$ cat src/rtl/rs232_pkg.sv
// Shared definitions for the RS-232 receive path: default bit timing,
// bit FSM state encoding and the bit-period helper.
package rs232_pkg;

    localparam int unsigned FREQUENCY_DEF    = 32'd50_000_000;
    localparam int unsigned SPEED_DEF        = 32'd9600;
    localparam int unsigned TIMEOUT_BITS_DEF = 32'd20;

    typedef enum logic [1:0] {
        ST_IDLE  = 2'd0,
        ST_START = 2'd1,
        ST_DATA  = 2'd2,
        ST_STOP  = 2'd3
    } rx_state_e;

    // Clock cycles per bit period
    function automatic int unsigned bit_ticks(input int unsigned freq, input int unsigned speed);
        return freq / speed;
    endfunction

endpackage

$ cat src/rtl/rs232_package_receiver_if.sv
// Serial line in, recovered byte/package strobes out.
// The receiver takes the slave view; line driver / consumer takes the master view.
interface rs232_package_receiver_if;
    logic        rx;
    logic [7:0]  byte_o;
    logic        byte_valid;
    logic [15:0] package_o;
    logic        package_valid;
    logic        frame_error;
    logic        pair_timeout;

    modport slave (
        input  rx,
        output byte_o, byte_valid, package_o, package_valid, frame_error, pair_timeout
    );

    modport master (
        output rx,
        input  byte_o, byte_valid, package_o, package_valid, frame_error, pair_timeout
    );
endinterface

$ cat src/rtl/rs232_byte_rx.sv
// 8N1 byte receiver: rx synchronizer, bit FSM and bit-period tick counter.
// Strobes are decoded from the stop-sample cycle so the parent can register them.
//
//   state    | meaning
//   ST_IDLE  | line idle; start accepted on rx_s 1->0 once armed
//   ST_START | waiting half a bit to confirm the start bit
//   ST_DATA  | sampling 8 data bits, one per bit period, LSB first
//   ST_STOP  | waiting one bit period to sample the stop bit
module rs232_byte_rx
    import rs232_pkg::*;
#(
    parameter int unsigned FREQUENCY = FREQUENCY_DEF,
    parameter int unsigned SPEED     = SPEED_DEF
) (
    input  logic       clk_i,
    input  logic       rst_i,
    input  logic       rx_i,
    output logic [7:0] data_o,
    output logic       good_o,
    output logic       err_o,
    output logic       start_o,
    output logic       idle_o
);

    localparam int unsigned BIT_TICKS  = bit_ticks(FREQUENCY, SPEED);
    localparam int unsigned HALF_TICKS = BIT_TICKS / 2;
    localparam int          CNT_W      = $clog2(BIT_TICKS);
    localparam logic [CNT_W-1:0] BIT_LOAD  = CNT_W'(BIT_TICKS - 1);
    localparam logic [CNT_W-1:0] HALF_LOAD = CNT_W'(HALF_TICKS - 1);

    logic             sync1_q;
    logic             rx_s_q;
    rx_state_e        state_q;
    logic [CNT_W-1:0] cnt_q;
    logic [2:0]       bit_cnt_q;
    logic [7:0]       shift_q;
    logic             armed_q;
    logic             stop_hit;

    always_ff @(posedge clk_i or posedge rst_i) begin
        if (rst_i) begin
            sync1_q   <= 1'b1;
            rx_s_q    <= 1'b1;
            state_q   <= ST_IDLE;
            cnt_q     <= '0;
            bit_cnt_q <= '0;
            shift_q   <= '0;
            armed_q   <= 1'b0;
        end else begin
            sync1_q <= rx_i;
            rx_s_q  <= sync1_q;
            case (state_q)
                ST_IDLE: begin
                    if (rx_s_q) begin
                        armed_q <= 1'b1;
                    end else if (armed_q) begin
                        armed_q <= 1'b0;
                        state_q <= ST_START;
                        cnt_q   <= HALF_LOAD;
                    end
                end
                ST_START: begin
                    if (cnt_q == '0) begin
                        if (!rx_s_q) begin
                            state_q   <= ST_DATA;
                            cnt_q     <= BIT_LOAD;
                            bit_cnt_q <= '0;
                        end else begin
                            // glitch: line already high again, so re-arm directly
                            state_q <= ST_IDLE;
                            armed_q <= 1'b1;
                        end
                    end else begin
                        cnt_q <= cnt_q - 1'b1;
                    end
                end
                ST_DATA: begin
                    if (cnt_q == '0) begin
                        shift_q <= {rx_s_q, shift_q[7:1]};
                        cnt_q   <= BIT_LOAD;
                        if (bit_cnt_q == 3'd7) begin
                            state_q <= ST_STOP;
                        end else begin
                            bit_cnt_q <= bit_cnt_q + 1'b1;
                        end
                    end else begin
                        cnt_q <= cnt_q - 1'b1;
                    end
                end
                ST_STOP: begin
                    if (cnt_q == '0) begin
                        state_q <= ST_IDLE;
                        // a good stop bit already counts as the high level that arms the next frame
                        armed_q <= rx_s_q;
                    end else begin
                        cnt_q <= cnt_q - 1'b1;
                    end
                end
                default: state_q <= ST_IDLE;
            endcase
        end
    end

    assign stop_hit = (state_q == ST_STOP) && (cnt_q == '0);
    assign good_o   = stop_hit && rx_s_q;
    assign err_o    = stop_hit && !rx_s_q;
    assign data_o   = shift_q;
    assign start_o  = (state_q == ST_IDLE) && !rx_s_q && armed_q;
    assign idle_o   = (state_q == ST_IDLE);

endmodule

$ cat src/rtl/rs232_package_receiver.sv
// Reassembles pairs of received bytes (high byte first) into 16-bit coded packages,
// dropping a lone high byte if the low byte does not follow in time.
module rs232_package_receiver
    import rs232_pkg::*;
#(
    parameter int unsigned FREQUENCY    = FREQUENCY_DEF,
    parameter int unsigned SPEED        = SPEED_DEF,
    parameter int unsigned TIMEOUT_BITS = TIMEOUT_BITS_DEF
) (
    input  logic                     CLK_i,
    input  logic                     reset_n,
    rs232_package_receiver_if.slave  bus
);

    localparam int unsigned BIT_TICKS = bit_ticks(FREQUENCY, SPEED);
    localparam int unsigned TO_TICKS  = TIMEOUT_BITS * BIT_TICKS;
    localparam int          TO_W      = $clog2(TO_TICKS);
    localparam logic [TO_W-1:0] TO_LOAD = TO_W'(TO_TICKS - 1);

    logic [7:0]      rx_byte;
    logic            rx_good;
    logic            rx_err;
    logic            rx_start;
    logic            rx_idle;

    logic [7:0]      byte_q;
    logic            byte_valid_q;
    logic [15:0]     package_q;
    logic            package_valid_q;
    logic            frame_error_q;
    logic            pair_timeout_q;
    logic            half_full_q;
    logic [7:0]      high_q;
    logic [TO_W-1:0] to_cnt_q;

    rs232_byte_rx #(
        .FREQUENCY (FREQUENCY),
        .SPEED     (SPEED)
    ) u_byte_rx (
        .clk_i   (CLK_i),
        .rst_i   (reset_n),
        .rx_i    (bus.rx),
        .data_o  (rx_byte),
        .good_o  (rx_good),
        .err_o   (rx_err),
        .start_o (rx_start),
        .idle_o  (rx_idle)
    );

    always_ff @(posedge CLK_i or posedge reset_n) begin
        if (reset_n) begin
            byte_q          <= '0;
            byte_valid_q    <= 1'b0;
            package_q       <= '0;
            package_valid_q <= 1'b0;
            frame_error_q   <= 1'b0;
            pair_timeout_q  <= 1'b0;
            half_full_q     <= 1'b0;
            high_q          <= '0;
            to_cnt_q        <= TO_LOAD;
        end else begin
            byte_valid_q    <= 1'b0;
            package_valid_q <= 1'b0;
            frame_error_q   <= 1'b0;
            pair_timeout_q  <= 1'b0;
            // byte completion is checked first so it always beats a coincident timeout
            if (rx_good) begin
                byte_q       <= rx_byte;
                byte_valid_q <= 1'b1;
                to_cnt_q     <= TO_LOAD;
                if (half_full_q) begin
                    package_q       <= {high_q, rx_byte};
                    package_valid_q <= 1'b1;
                    half_full_q     <= 1'b0;
                end else begin
                    high_q      <= rx_byte;
                    half_full_q <= 1'b1;
                end
            end else if (rx_err) begin
                frame_error_q <= 1'b1;
                half_full_q   <= 1'b0;
                to_cnt_q      <= TO_LOAD;
            end else if (!half_full_q || !rx_idle || rx_start) begin
                to_cnt_q <= TO_LOAD;
            end else if (to_cnt_q == '0) begin
                pair_timeout_q <= 1'b1;
                half_full_q    <= 1'b0;
                to_cnt_q       <= TO_LOAD;
            end else begin
                to_cnt_q <= to_cnt_q - 1'b1;
            end
        end
    end

    assign bus.byte_o        = byte_q;
    assign bus.byte_valid    = byte_valid_q;
    assign bus.package_o     = package_q;
    assign bus.package_valid = package_valid_q;
    assign bus.frame_error   = frame_error_q;
    assign bus.pair_timeout  = pair_timeout_q;

endmodule

$ cat src/flat_wrapper.sv
// flat-port wrapper written by rule: the top's interface ports become plain ports
module rs232_package_receiver_flat import rs232_pkg::*;
#(
    parameter int unsigned FREQUENCY    = FREQUENCY_DEF,
    parameter int unsigned SPEED        = SPEED_DEF,
    parameter int unsigned TIMEOUT_BITS = TIMEOUT_BITS_DEF
)
  (CLK_i, reset_n, bus_rx, bus_byte_o, bus_byte_valid, bus_package_o, bus_package_valid, bus_frame_error, bus_pair_timeout);
  rs232_package_receiver_if bus_i ();
  input  logic CLK_i;
  input  logic reset_n;
  input wire logic [$bits(bus_i.rx)-1:0] bus_rx;
  output wire logic [$bits(bus_i.byte_o)-1:0] bus_byte_o;
  output wire logic [$bits(bus_i.byte_valid)-1:0] bus_byte_valid;
  output wire logic [$bits(bus_i.package_o)-1:0] bus_package_o;
  output wire logic [$bits(bus_i.package_valid)-1:0] bus_package_valid;
  output wire logic [$bits(bus_i.frame_error)-1:0] bus_frame_error;
  output wire logic [$bits(bus_i.pair_timeout)-1:0] bus_pair_timeout;
  assign bus_i.rx = bus_rx;
  assign bus_byte_o = bus_i.byte_o;
  assign bus_byte_valid = bus_i.byte_valid;
  assign bus_package_o = bus_i.package_o;
  assign bus_package_valid = bus_i.package_valid;
  assign bus_frame_error = bus_i.frame_error;
  assign bus_pair_timeout = bus_i.pair_timeout;
  rs232_package_receiver #(.FREQUENCY(FREQUENCY), .SPEED(SPEED), .TIMEOUT_BITS(TIMEOUT_BITS)) u_core (.CLK_i(CLK_i), .reset_n(reset_n), .bus(bus_i));
endmodule
$ cat config.mk
export PLATFORM = sky130hd
export DESIGN_NAME = rs232_package_receiver_flat
export DESIGN_NICKNAME = d
export VERILOG_FILES = /design/src/rtl/rs232_pkg.sv /design/src/rtl/rs232_package_receiver_if.sv /design/src/rtl/rs232_byte_rx.sv /design/src/rtl/rs232_package_receiver.sv /design/src/flat_wrapper.sv
export SDC_FILE = /design/constraint.sdc
export NUM_CORES = 1
export LEC_CHECK = 0
export ABC_AREA = 1
export BUFFER_PORTS_ARGS = -buffer_cell sky130_fd_sc_hd__buf_2
export CORE_AREA = 2 2 88 90
export CTS_BUF_LIST = sky130_fd_sc_hd__clkbuf_2 sky130_fd_sc_hd__clkbuf_4 sky130_fd_sc_hd__clkbuf_8
export CTS_CLUSTER_DIAMETER = 80
export DETAILED_ROUTE_END_ITERATION = 8
export DIE_AREA = 0 0 90 92
export HOLD_SLACK_MARGIN = 0.15
export PLACE_DENSITY = 0.81
export REMOVE_ABC_BUFFERS = 1
export SLEW_MARGIN = 10
export SYNTH_ARGS = -nofsm -noshare
export SYNTH_HDL_FRONTEND = slang
export SYNTH_SLANG_ARGS = --single-unit
export TNS_END_PERCENT = 10
$ cat constraint.sdc
create_clock -name CLK_i -period 5 [get_ports CLK_i]
set_input_delay 0.25 -clock CLK_i [delete_from_list [all_inputs] [get_ports CLK_i]]
set_output_delay 0.25 -clock CLK_i [all_outputs]
set_load 0.02 [all_outputs]
==> impl_metrics.json <==
{
  "ir_drop_uv": 264.0,
  "ys_seq_area_share_pct": 50.42,
  "chipWidth_um": 90,
  "grt_use_total_pct": 20.67,
  "synth_area_leaders": "dfrtp_1, nand2_1, dfstp_2",
  "p_sw_mw": 0.6495,
  "ctsResizeCount": 0,
  "die_area_um2": 8280,
  "synth_seq_cells": 83,
  "power.share.clock_pct": 26.2,
  "cp-startpoint": "u_core.u_byte_rx.cnt_q[0]",
  "dp_hpwl_um": 5648,
  "area_delta_synth_final_pct": 9.609,
  "io_pins": 31,
  "netlist_instances": 490,
  "maxCapViolCount": 0,
  "cts-buffers-inserted": 9,
  "ys_dominant_reg_cell": "dfrtp_1",
  "fmax_ghz": 0.5452,
  "ys_warn_count": 0,
  "initial_core_util_pct": 55.78,
  "use_met3_pct": 4.273,
  "grt_util_met1_pct": 26.06,
  "std_cell_rows": 32,
  "switching_share_pct": 37.84,
  "core-area_um2": 7447,
  "synth_area_per_cell_um2": 8.478,
  "die_h_um": 92,
  "grt_remaining_overflow": 0,
  "total_power_mw": 1.716,
  "hold_viol": 0,
  "io_buffers": 30,
  "grt_pass1_wl_um": 13830,
  "synth.top_cell.area_share_pct": 41.57,
  "routed_wirelength_um": 7952,
  "clock-root-buffer": "clkbuf_8",
  "worstSkewPairLatency_ns": 0.36,
  "synth_area_um2": 4154,
  "cts_tree": "built",
  "cp_data_required_time_ns": 5.24,
  "post_cts_buffers": 0,
  "ys_types": 28,
  "hp-class": "input port to async pin",
  "drt_iter0_drc": 123,
  "path_max_fanout": 15,
  "power_frac_comb_pct": 29.1,
  "worst_pin_slew_ns": 0.9974,
  "vias_per_cell": 5.074,
  "place_congestion": 0.8748,
  "slew_headroom_pct": 33.51,
  "postCtsHoldBufs": 1,
  "finalSetupTns_ns": 0,
  "synthArstFlopShare_pct": 100.0,
  "n_antenna_cell": 0,
  "fin_crit_sh_pct": 36.68,
  "wl_per_cell_um": 12.58,
  "layout-drive-gt1-share_pct": 19.06,
  "fillers": 645,
  "start_kind": "flip-flop",
  "final_nets": 540,
  "endpoint_kind": "flip-flop",
  "status": "completed",
  "period_needed_ns": 1.834,
  "cts_sinks": 83,
  "power_density_nw_per_um2": 377.0,
  "grt-busiest-layer": "met2",
  "p_leak_nw": 2.215,
  "vias": 3207,
  "synth_edf_count": 0,
  "met2_usage_pct": 35.84,
  "grt_max_degree": 84,
  "cts_max_path_buffers": 2,
  "internal-power_mw": 1.067,
  "register_area_um2": 2095,
  "skew_ns": 0.01497,
  "multiInputGateArea_um2": 1773,
  "clock_tree.htree_level_count": 3,
  "rsz0062_at_grt": "no",
  "antenna_left": 0,
  "crit_arrival_ns": 2.08,
  "finalSetupViolations": 0,
  "first_pass_iters": 5,
  "criticalPathCategory": "flip-flop to flip-flop",
  "final-max-slew-violation-count": 0,
  "yosys.area.top_type": "dfrtp_1",
  "grt_pass1_vias": 3125,
  "r2r-start": "u_core.u_byte_rx.cnt_q[0]",
  "antenna_found_initial": 0,
  "seqPwrFrac_pct": 44.8,
  "clk_pin_slew_worst_paths_ns": 0.10,
  "drcViolationCount": 0
}
final cells by class:
cell class	instances	share of cell area (%)
clock buffer	9	2.721
timing repair buffer	32	3.682
clock inverter	7	1.292
inverter	55	4.562
sequential	83	46.00
tap	102	2.803
multi-input combinational	344	38.94
critical path, cell delays in order (launching register included):
cell	delay (ns)
dfrtp_1	0.36
inv_1	0.15
ha_1	0.19
nand2_1	0.10
nor2_2	0.23
nand3_2	0.13
nor2_4	0.12
nand2_2	0.23
nand2_1	0.16
o21ai_2	0.06
layer usage:
layer  part of all wire [%]  up-vias  routed length [um]
li1                       -     1622                   -
met1                     45     1499                3582
met2                     50       79                3954
met3                    4.3        7                 341
met4                   0.91        0                  72
met5                      0        -                   0
power by group through the flow:
stage                     Clock, mW  Sequential (mW)  Combinational (mW)
after floorplan                   0            0.769               0.394
after global placement            0            0.778               0.476
after detailed placement          0            0.779               0.493
after CTS                     0.465            0.767               0.498
after global routing          0.494            0.773               0.577
final                         0.449            0.768               0.499
state kept, by name (all words and copies together), names as in the netlist, 3 cells and up, named ones only:
signal	count
u_core.u_byte_rx.cnt_q	13
u_core.to_cnt_q	17
u_core.u_byte_rx.bit_cnt_q	3
u_core.bus.package_o	16
u_core.u_byte_rx.data_o	8
u_core.bus.byte_o	8
u_core.high_q	8
per-stage QoR:
| stage | instance area, um2 | hold slack [ns] | utilization, % | cells | setup slack (ns) |
|---|---|---|---|---|---|
| 2_1_floorplan | 4074 | 0.2545 | - | 482 | 2.636 |
| 3_3_place_gp | 4360 | 0.3570 | 58.55 | 615 | 3.216 |
| 3_5_place_dp | 4360 | 0.3562 | 58.55 | 615 | 3.155 |
| 4_1_cts | 4553 | 0.2331 | 61.14 | 632 | 3.125 |
| 5_1_grt | 4553 | 0.3124 | 61.14 | 632 | 2.925 |
| 6_report | 4553 | 0.2078 | 61.14 | 632 | 3.166 |
kinds of logic after synthesis:
| group | after synthesis | synth area share, % |
|---|---|---|
| xor gates and xnor gates | 12 | 2.530 |
| buffers and inverters | 63 | 6.897 |
| and+or+nand+nor | 264 | 28.25 |
| AOI/OAI and AO/OA | 56 | 8.283 |
| adders and majority gates | 12 | 3.614 |
| DFF | 83 | 50.42 |
cell usage after synthesis (all sizes together), types with 5 or more instances:
cell	instances
dfstp	14
xnor2	5
nor2	66
nand2	144
ha	12
nand3b	5
nand3	35
inv	55
nand4	7
a21oi	6
o21ai	47
dfrtp	69
xor2	7
buf	8
cells in the final DEF, fill, tap and decap left out, drive strengths merged, types with 4 or more instances in the layout:
| master | instances |
|---|---|
| xor2 | 7 |
| ha | 12 |
| dfstp | 14 |
| nand3b | 5 |
| a21oi | 6 |
| inv | 58 |
| xnor2 | 5 |
| nand3 | 35 |
| nand4 | 7 |
| buf | 31 |
| o21ai | 47 |
| nor3 | 4 |
| nor2 | 66 |
| clkbuf | 9 |
| dfrtp | 69 |
| nand2 | 144 |
path summary, 6_finish.rpt:
| kind | slack [ns] | cells past startpoint | end |
|---|---|---|---|
| min in group CLK_i | 0.37 | 0 | u_core.u_byte_rx.rx_s_q |
| worst max register to register | 3.17 | 9 | u_core.high_q[6] |
| max in group asynchronous | 4.16 | 3 | u_core.bus.package_o[12] |
| worst max-delay path | 3.17 | 9 | u_core.high_q[6] |
| worst min-delay path | 0.21 | 3 | u_core.high_q[2] |
| worst min register to register | 0.37 | 0 | u_core.u_byte_rx.rx_s_q |
No activity file was read; power rests on OpenSTA's default activity.
